[config.mk]
export PLATFORM = sky130hd
export DESIGN_NAME = alu_result_packer
export DESIGN_NICKNAME = d
export VERILOG_FILES = /design/src/rtl/alu_result_packer.sv
export SDC_FILE = /design/constraint.sdc
export NUM_CORES = 1
export LEC_CHECK = 0
export ABC_AREA = 0
export CORE_UTILIZATION = 52
export CTS_BUF_LIST = sky130_fd_sc_hd__clkbuf_8
export CTS_CLUSTER_SIZE = 30
export DETAILED_ROUTE_END_ITERATION = 8
export PLACE_DENSITY = 0.85
export SKIP_LAST_GASP = 1
export SLEW_MARGIN = 15
export SYNTH_ARGS = -nofsm -noshare
export SYNTH_HDL_FRONTEND = slang
export SYNTH_SLANG_ARGS = --single-unit
[constraint.sdc]
create_clock -name CLK -period 2.9 [get_ports CLK]
set_input_delay 0.58 -clock CLK [delete_from_list [all_inputs] [get_ports CLK]]
set_output_delay 0.58 -clock CLK [all_outputs]
set_load 0.01 [all_outputs]
[src/rtl/alu_result_packer.sv]
// ALU result packer: selects the active ALU result class, queues it in a small FIFO and
// streams each entry out as OUT_WIDTH-bit beats with tag/carry sideband.
module alu_result_packer #(
  parameter int unsigned A_WIDTH   = 16,
  parameter int unsigned B_WIDTH   = 16,
  parameter int unsigned OUT_WIDTH = 16,
  parameter int unsigned DEPTH     = 4
) (
  input  logic                           CLK,
  input  logic                           rst,
  input  logic                           In_Valid,
  input  logic [A_WIDTH+B_WIDTH-1:0]     Arith_OUT,
  input  logic [A_WIDTH+B_WIDTH-1:0]     Logic_OUT,
  input  logic [A_WIDTH+B_WIDTH-1:0]     CMP_OUT,
  input  logic [A_WIDTH+B_WIDTH-1:0]     Shift_OUT,
  input  logic                           Carry_OUT,
  input  logic                           Arith_Flag,
  input  logic                           Logic_Flag,
  input  logic                           CMP_Flag,
  input  logic                           Shift_Flag,
  input  logic                           Out_Ready,
  input  logic                           Clear_Err,
  output logic [OUT_WIDTH-1:0]           Out_Data,
  output logic                           Out_Valid,
  output logic                           Out_Last,
  output logic [1:0]                     Out_Tag,
  output logic                           Out_Carry,
  output logic [$clog2(DEPTH):0]         Fifo_Count,
  output logic                           Fifo_Full,
  output logic                           Overflow_Err
);

  localparam int unsigned RES_WIDTH = A_WIDTH + B_WIDTH;
  localparam int unsigned BEATS     = RES_WIDTH / OUT_WIDTH;
  localparam int unsigned PTR_W     = $clog2(DEPTH);
  localparam int unsigned CNT_W     = PTR_W + 1;
  localparam int unsigned BEAT_W    = (BEATS > 1) ? $clog2(BEATS) : 1;

  logic [RES_WIDTH-1:0] res_mem   [DEPTH];
  logic [1:0]           tag_mem   [DEPTH];
  logic                 carry_mem [DEPTH];

  logic [PTR_W-1:0]  wr_ptr_q, wr_ptr_d, rd_ptr_q, rd_ptr_d;
  logic [CNT_W-1:0]  count_q, count_d;
  logic [BEAT_W-1:0] beat_q, beat_d;
  logic              err_q, err_d;

  logic [RES_WIDTH-1:0] sel_res, head_res;
  logic [1:0]           sel_tag;
  logic                 sel_carry;
  logic                 push_req, full, valid, last_beat, xfer, pop, accept;

  // Priority: arith > logic > cmp > shift; carry only travels with arith results.
  always_comb begin
    sel_tag   = 2'b00;
    sel_res   = Arith_OUT;
    sel_carry = Carry_OUT;
    if (!Arith_Flag) begin
      sel_carry = 1'b0;
      if (Logic_Flag) begin
        sel_tag = 2'b01;
        sel_res = Logic_OUT;
      end else if (CMP_Flag) begin
        sel_tag = 2'b10;
        sel_res = CMP_OUT;
      end else begin
        sel_tag = 2'b11;
        sel_res = Shift_OUT;
      end
    end
  end

  assign push_req  = In_Valid & (Arith_Flag | Logic_Flag | CMP_Flag | Shift_Flag);
  assign full      = (count_q == CNT_W'(DEPTH));
  assign valid     = (count_q != '0);
  assign last_beat = (beat_q == BEAT_W'(BEATS - 1));
  assign xfer      = valid & Out_Ready;
  assign pop       = xfer & last_beat;
  // When full, a same-cycle pop frees the slot the write pointer is aimed at.
  assign accept    = push_req & (~full | pop);

  always_comb begin
    wr_ptr_d = wr_ptr_q;
    rd_ptr_d = rd_ptr_q;
    count_d  = count_q;
    beat_d   = beat_q;
    err_d    = err_q;
    if (accept) wr_ptr_d = wr_ptr_q + 1'b1;
    if (pop)    rd_ptr_d = rd_ptr_q + 1'b1;
    unique case ({accept, pop})
      2'b10:   count_d = count_q + 1'b1;
      2'b01:   count_d = count_q - 1'b1;
      default: count_d = count_q;
    endcase
    if (xfer) beat_d = last_beat ? '0 : beat_q + 1'b1;
    if (push_req && full && !pop) begin
      err_d = 1'b1;
    end else if (Clear_Err) begin
      err_d = 1'b0;
    end
  end

  always_ff @(posedge CLK or negedge rst) begin
    if (!rst) begin
      wr_ptr_q <= '0;
      rd_ptr_q <= '0;
      count_q  <= '0;
      beat_q   <= '0;
      err_q    <= 1'b0;
    end else begin
      wr_ptr_q <= wr_ptr_d;
      rd_ptr_q <= rd_ptr_d;
      count_q  <= count_d;
      beat_q   <= beat_d;
      err_q    <= err_d;
    end
  end

  // Storage needs no reset: outputs are masked while the FIFO is empty.
  always_ff @(posedge CLK) begin
    if (accept) begin
      res_mem[wr_ptr_q]   <= sel_res;
      tag_mem[wr_ptr_q]   <= sel_tag;
      carry_mem[wr_ptr_q] <= sel_carry;
    end
  end

  assign head_res = res_mem[rd_ptr_q];

  always_comb begin
    Out_Data  = '0;
    Out_Tag   = 2'b00;
    Out_Carry = 1'b0;
    if (valid) begin
      Out_Data  = head_res[beat_q * OUT_WIDTH +: OUT_WIDTH];
      Out_Tag   = tag_mem[rd_ptr_q];
      Out_Carry = carry_mem[rd_ptr_q];
    end
  end

  assign Out_Valid    = valid;
  assign Out_Last     = valid & last_beat;
  assign Fifo_Count   = count_q;
  assign Fifo_Full    = full;
  assign Overflow_Err = err_q;

endmodule
==> impl_metrics.toml, run 1 <==
[layout]
regArea_um2 = 4432
layout-drive-gt1-share_pct = 17.46
fin_area_um2 = 9439
fin_nets = 800
multiInputGateArea_um2 = 2278
fillers = 809
area_growth_pct = 37.64

[power_and_ir_drop]
clkPwrFrac_pct = 18.8
ir_worst_vdd_uv = 399.4
switching_share_pct = 31.11
p_sw_mw = 2.488
power_density_nw_per_um2 = 847.4
p_comb_share_pct = 43.5
seqPwrFrac_pct = 37.7
cellLeakagePower_nw = 3.550
internal_power_mw = 5.510

[worst_setup_path]
crit_type = "reg2out"
path_max_fanout = 6
crit_path_start_kind = "flop"
critPathCaptureType = "output port"
required_ns = 2.32
r2r_slack_ns = 0.39
worstPathArrival_ns = 2.33

[synth]
synth_nets = 607
yosysUniqueCellTypes = 31
synth_edf_count = 140
synthFlopType = "edfxtp_1"
synth_top_area_share_pct = 61.30
synthTopCellsByCount = "edfxtp_1 (140), nor2_1 (52), mux2i_1 (48)"
synth_warnings = 0
async_reset_ff_share_pct = 6.040
synthesis.area_um2 = 6858
yosysSeqAreaShare_pct = 64.59
synth.largest_area_cell = "edfxtp_1"
synth.most_common_cell = "edfxtp_1"
syn_inst = 464
ys_ff_latch = 149
avgSynthCellArea_um2 = 14.78
synth_area_leaders = "edfxtp_1 (61%), mux4_2 (11%), mux2i_1 (7.0%)"

[floorplanning]
core_um2 = 12720
fp-row-count = 41
ios = 164
initial_utilization_pct = 53.90
die_height_um = 116.8
dieArea_um2 = 13650
die_w_um = 116.8

[route]
route.vias.total = 4718
wl_met1_mm = 6.200
drt_iter0_drc = 332
wl_met3_mm = 1.148
ant_nets = 0
top_layer_used = "met4"
wl_per_cell_um = 19.45
routed-wl-met2_mm = 8.597
routed_wl_mm = 16.40
via_per_inst = 5.597
first_pass_iters = 5
drc = 0

[global_route]
grt_usage_pct = 23.80
antenna_found_initial = 0
grt_overflow = 0
grt_pass1_vias = 4671
grt_max_degree = 69
grt_pass1_wl_mm = 23.26

[timing]
worst_pin_slew_ns = 0.6886
post-route-worst-setup-slack_ns = -0.01164
slew_headroom_pct = 53.61
hold_viol_final = 0
finClkSkew_ns = 0.009240
period_needed_ns = 2.912
whs_ns = 0.4633
setup_viol = 1
rsz0062_at_grt = "yes"
slew_viol_final = 0
fin_crit_sh_pct = 100.4
fmax_mhz = 343.4

[clocking]
clk_pin_slew_ns = 0.08
hold_buffers = 0
numClockSinks = 149
h-tree-depth = 4
cts_buffers = 17
clk-insertion-delay-late_ns = 0.45
cts_tree = "done"
ctsLongestPathBuffers = 2
root_buffer = "clkbuf_8"

[placed_design]
portBuffers = 163
dpl.hpwl_mm = 10.71
place_area_um2 = 8816
gp_congestion = 0.7037
dp_slack_ns = 0.1452

[status]
outcome = "complete, but fails checks"
violations = "negative setup slack"

[worst_hold_path]
min_path_type = "in2async"

[run]
drv_cap = 0
-- power by group through the flow --
| stage | clock network [mW] | logic (mW) | registers (mW) |
|---|---|---|---|
| finish | 1.51 | 3.48 | 3.01 |
| global route | 1.61 | 3.73 | 3.04 |
| CTS | 1.51 | 3.18 | 3.01 |
| detailed placement | 0 | 3.17 | 3.05 |
| global placement | 0 | 3.06 | 3.01 |
| floorplan | 0 | 1.78 | 3.01 |
-- cells by family after synthesis --
kind of cell	after synthesis	synth area share [%]
simple gates	106	6.459
xor+xnor	6	0.7663
flops	149	64.59
compound gates	77	6.240
fa+ha+maj	5	1.022
mux	84	18.66
buf+inv	37	2.263
-- critical path, cell delays in order (launching register included) --
cell             delay [ns]
dfrtp_2                0.39
buf_12                 0.15
buf_12                 0.14
mux4_2                 0.51
mux2i_1                0.15
nor2_1                 0.07
clkdlybuf4s50_1        0.47
-- worst paths after layout --
check / startpoint / end / cells after the start
max: rd_ptr_q[0] / Out_Data[8] / 6
min: rst / Fifo_Count[1] / 1
max reg2reg: beat_q / Fifo_Count[1] / 8
min reg2reg: Overflow_Err / Overflow_Err / 2
max in group asynchronous: rst / rd_ptr_q[0] / 1
min in group CLK: Overflow_Err / Overflow_Err / 2
-- through the flow --
step | setup TNS (ns) | total power, mW | std cells | utilization, %
after CTS | -0.2464 | 7.699 | 824 | 72.27
final | -0.01164 | 7.999 | 843 | 74.19
after global placement | 0 | 6.077 | 792 | 69.30
after detailed placement | 0 | 6.219 | 792 | 69.30
after global routing | -0.4361 | 8.382 | 842 | 74.17
after floorplan | 0 | 4.792 | 464 | -
-- sequential cells by signal (all words and copies together), names as in the netlist --
name,flops
res_mem,128
tag_mem,8
carry_mem,4
Fifo_Count,3
rd_ptr_q,2
wr_ptr_q,2
Overflow_Err,1
beat_q,1
-- final cells by class --
type | instances | area share, %
timing repair buffer | 204 | 22.36
antenna | 1 | 0.02651
tap | 172 | 2.280
inverter | 7 | 0.2784
clock inverter | 15 | 1.485
multi-input combinational | 278 | 24.14
sequential | 149 | 46.95
clock buffer | 17 | 2.479
-- per-layer routing --
layer  global-route usage (%)  vias up
met4                    9.705        0
met1                    28.15     2295
met2                    41.58      223
met5                        0        -
met3                    6.282       42
li1                         -     2158
-- placed cells by master, fill, tap and decap left out, types with 3 or more instances in the layout --
cell | Yosys | layout
a21oi_1 | 36 | 36
and2_1 | 10 | 6
and2_2 | 0 | 4
buf_12 | 0 | 8
buf_2 | 10 | 3
buf_4 | 1 | 29
clkbuf_16 | 0 | 3
clkbuf_8 | 0 | 17
clkdlybuf4s50_1 | 0 | 148
clkinv_2 | 0 | 5
clkinvlp_4 | 0 | 4
dfrtp_1 | 9 | 7
dlymetal6s2s_1 | 0 | 12
edfxtp_1 | 140 | 140
ha_1 | 4 | 4
inv_1 | 7 | 8
mux2i_1 | 48 | 48
mux4_2 | 35 | 35
nand2_1 | 37 | 37
nor2_1 | 52 | 52
o21ai_0 | 35 | 35
xnor2_1 | 5 | 5
-- what timing repair did --
item / 4_1_cts / 5_1_grt
gates resized for setup: 1 / 14
setup endpoints to repair: 12 / 18
hold endpoints to repair: 0 / 0
gates cloned: 0 / 4
setup buffers: 0 / 14
No activity file was read; power rests on OpenSTA's default activity.
==> run 2: changes to the inputs <==
--- a/config.mk
+++ b/config.mk
@@ -6,11 +6,13 @@
 export NUM_CORES = 1
 export LEC_CHECK = 0
 export ABC_AREA = 0
+export CAP_MARGIN = 10
 export CORE_UTILIZATION = 52
 export CTS_BUF_LIST = sky130_fd_sc_hd__clkbuf_8
 export CTS_CLUSTER_SIZE = 30
 export DETAILED_ROUTE_END_ITERATION = 8
 export PLACE_DENSITY = 0.85
+export REMOVE_ABC_BUFFERS = 1
 export SKIP_LAST_GASP = 1
 export SLEW_MARGIN = 15
 export SYNTH_ARGS = -nofsm -noshare
==> run 2 against run 1 <==
  * The flow still finishes with violations (negative setup slack)
  * Hold slack got worse by 0.013 ns
  * Largest power group unchanged
  * Die area is the same
  * Highest routed layer unchanged
  * Global-route usage rose by 1.2 points
  * Critical path type unchanged
  * Count of clock-buffer cells in the layout is the same
  * Via count shrank 0.70%
  * Critical endpoint is now Out_Data[5]
  * Power is 0.31% lower
==> impl_metrics.toml, run 2 (synthesized netlist as in run 1, its figures left out) <==
[floorplanning]
fp-row-count = 41
initial_utilization_pct = 53.90
ios = 164
die_height_um = 116.8
die_w_um = 116.8
dieArea_um2 = 13650
core_um2 = 12720

[timing]
period_needed_ns = 2.905
setup_viol = 1
slew_headroom_pct = 49.84
slew_viol_final = 0
fin_crit_sh_pct = 100.2
finClkSkew_ns = 0.008342
worst_pin_slew_ns = 0.7446
hold_viol_final = 0
post-route-worst-setup-slack_ns = -0.005325
fmax_mhz = 344.2
rsz0062_at_grt = "yes"

[route]
ant_nets = 0
drt_iter0_drc = 309
wl_per_cell_um = 20.45
via_per_inst = 5.631
routed_wl_mm = 17.02
drc = 0
route.vias.total = 4685
first_pass_iters = 5

[global_route]
grt_pass1_vias = 4782
grt_usage_pct = 24.99
grt_overflow = 0
grt_max_degree = 68
antenna_found_initial = 0
grt_pass1_wl_mm = 24.47

[placed_design]
dpl.hpwl_mm = 11.03
dp_slack_ns = 0.3226
portBuffers = 163
gp_congestion = 0.7533
place_area_um2 = 8847

[clocking]
h-tree-depth = 4
numClockSinks = 149
cts_tree = "done"
cts_buffers = 17
ctsLongestPathBuffers = 2
clk-insertion-delay-late_ns = 0.43
root_buffer = "clkbuf_8"
clk_pin_slew_ns = 0.08

[layout]
top_regs = "res_mem (128), tag_mem (8), carry_mem (4)"
top_register = "res_mem"
fin_area_um2 = 9375
layout-drive-gt1-share_pct = 16.36
fillers = 823
final_common_cell = "clkdlybuf4s50_1"
diodes = 0
layout_common_cells = "clkdlybuf4s50_1 (145), edfxtp_1 (140), nor2_1 (52)"
area_growth_pct = 36.71
largest_reg_flops = 128
fin_nets = 790

[power_and_ir_drop]
power_density_nw_per_um2 = 850.5
ir_worst_vdd_uv = 442.6
cellLeakagePower_nw = 3.492

[worst_setup_path]
crit_type = "reg2out"
path_max_fanout = 13
critPathCaptureType = "output port"
required_ns = 2.32
crit_path_start_kind = "flop"
timing.rr.start = "Fifo_Count[0]"
r2r_slack_ns = 0.60
r2r_end = "Fifo_Count[1]"
worstPathArrival_ns = 2.33
worst-r2r-cell-count = 8

[run]
drv_cap = 0

[status]
outcome = "complete, but fails checks"
violations = "negative setup slack"

[worst_hold_path]
min_path_type = "in2async"
## run 2: cell count changes in the layout (fill, tap and decap cells not counted), moves of 2 or more
cell	previous run	this run
dlygate4sd2_1	0	5
clkdlybuf4s50_1	148	145
inv_6	1	3
dlymetal6s2s_1	12	10
clkbuf_16	3	0
buf_4	29	21
clkinv_2	5	1
## run 2: how the worst max path moves through the flow
stage / start / depth (start not counted) / end / slack, ns
after CTS: rd_ptr_q[0] / 6 / Out_Data[13] / -0.07
after floorplan: rd_ptr_q[0] / 3 / Out_Data[0] / -0.07
final: rd_ptr_q[0] / 5 / Out_Data[5] / -0.005
after detailed placement: Out_Ready / 8 / Fifo_Count[1] / 0.32
after global placement: Out_Ready / 8 / Fifo_Count[1] / 0.38
after global routing: rd_ptr_q[0] / 5 / Out_Data[5] / -0.12
## run 2: critical path, stage by stage, from the launching register on
cell and delay (ns):
dfrtp_2 0.45, buf_12 0.18, mux4_2 0.53, mux2i_1 0.18
nor2_1 0.07, clkdlybuf4s50_1 0.48
## run 2: layer usage
layer | vias to the layer above | routed length (um) | global-route usage, %
met5 | - | 0 | 0
met4 | 0 | 431 | 8.945
met3 | 36 | 1194 | 5.252
met2 | 242 | 8801 | 44.10
met1 | 2268 | 6589 | 30.64
li1 | 2139 | - | -
## run 2: timing repair
action | CTS | global route
endpoints found under the setup margin | 15 | 14
hold buffers | 0 | 0
setup buffers | 1 | 6
gates cloned | 1 | 0
gates resized for setup | 7 | 13
## run 2: final cells by class
| cell class | count | area [um^2] | area share [%] |
|---|---|---|---|
| sequential | 149 | 4434 | 47.30 |
| multi-input combinational | 278 | 2285 | 24.37 |
| tap | 172 | 215.2 | 2.295 |
| clock inverter | 15 | 180.2 | 1.922 |
| timing repair buffer | 194 | 2001 | 21.34 |
| inverter | 7 | 26.28 | 0.2803 |
| clock buffer | 17 | 234.0 | 2.496 |
## run 2: metrics by stage
| step | total power [mW] | TNS (ns) | cells | hold slack (ns) | util [%] |
|---|---|---|---|---|---|
| after floorplan | 4.719 | -1.182 | 434 | 0.2844 | - |
| after global placement | 6.136 | 0 | 792 | 0.5145 | 69.54 |
| after detailed placement | 6.260 | 0 | 792 | 0.5297 | 69.54 |
| after CTS | 7.931 | -0.4245 | 826 | 0.4311 | 73.05 |
| after global routing | 8.355 | -0.2275 | 832 | 0.4664 | 73.69 |
| final | 7.974 | -0.005325 | 832 | 0.4498 | 73.69 |
## run 2: report_power, final
part	internal, mW	total [mW]	leakage [nW]	switching [mW]
logic	1.75	3.25	1.90	1.50
registers	2.86	3.08	1.40	0.220
clock network	0.855	1.64	0.196	0.788
total	5.47	7.97	3.49	2.51
==> run 3: changes to the inputs <==
--- a/config.mk
+++ b/config.mk
@@ -11,6 +11,7 @@
 export CTS_BUF_LIST = sky130_fd_sc_hd__clkbuf_8
 export CTS_CLUSTER_SIZE = 30
 export DETAILED_ROUTE_END_ITERATION = 8
+export GPL_ROUTABILITY_DRIVEN = 0
 export PLACE_DENSITY = 0.85
 export REMOVE_ABC_BUFFERS = 1
 export SKIP_LAST_GASP = 1
==> results of run 3 <==
Same layout as run 2: the final DEF is identical, and so are final timing and power.
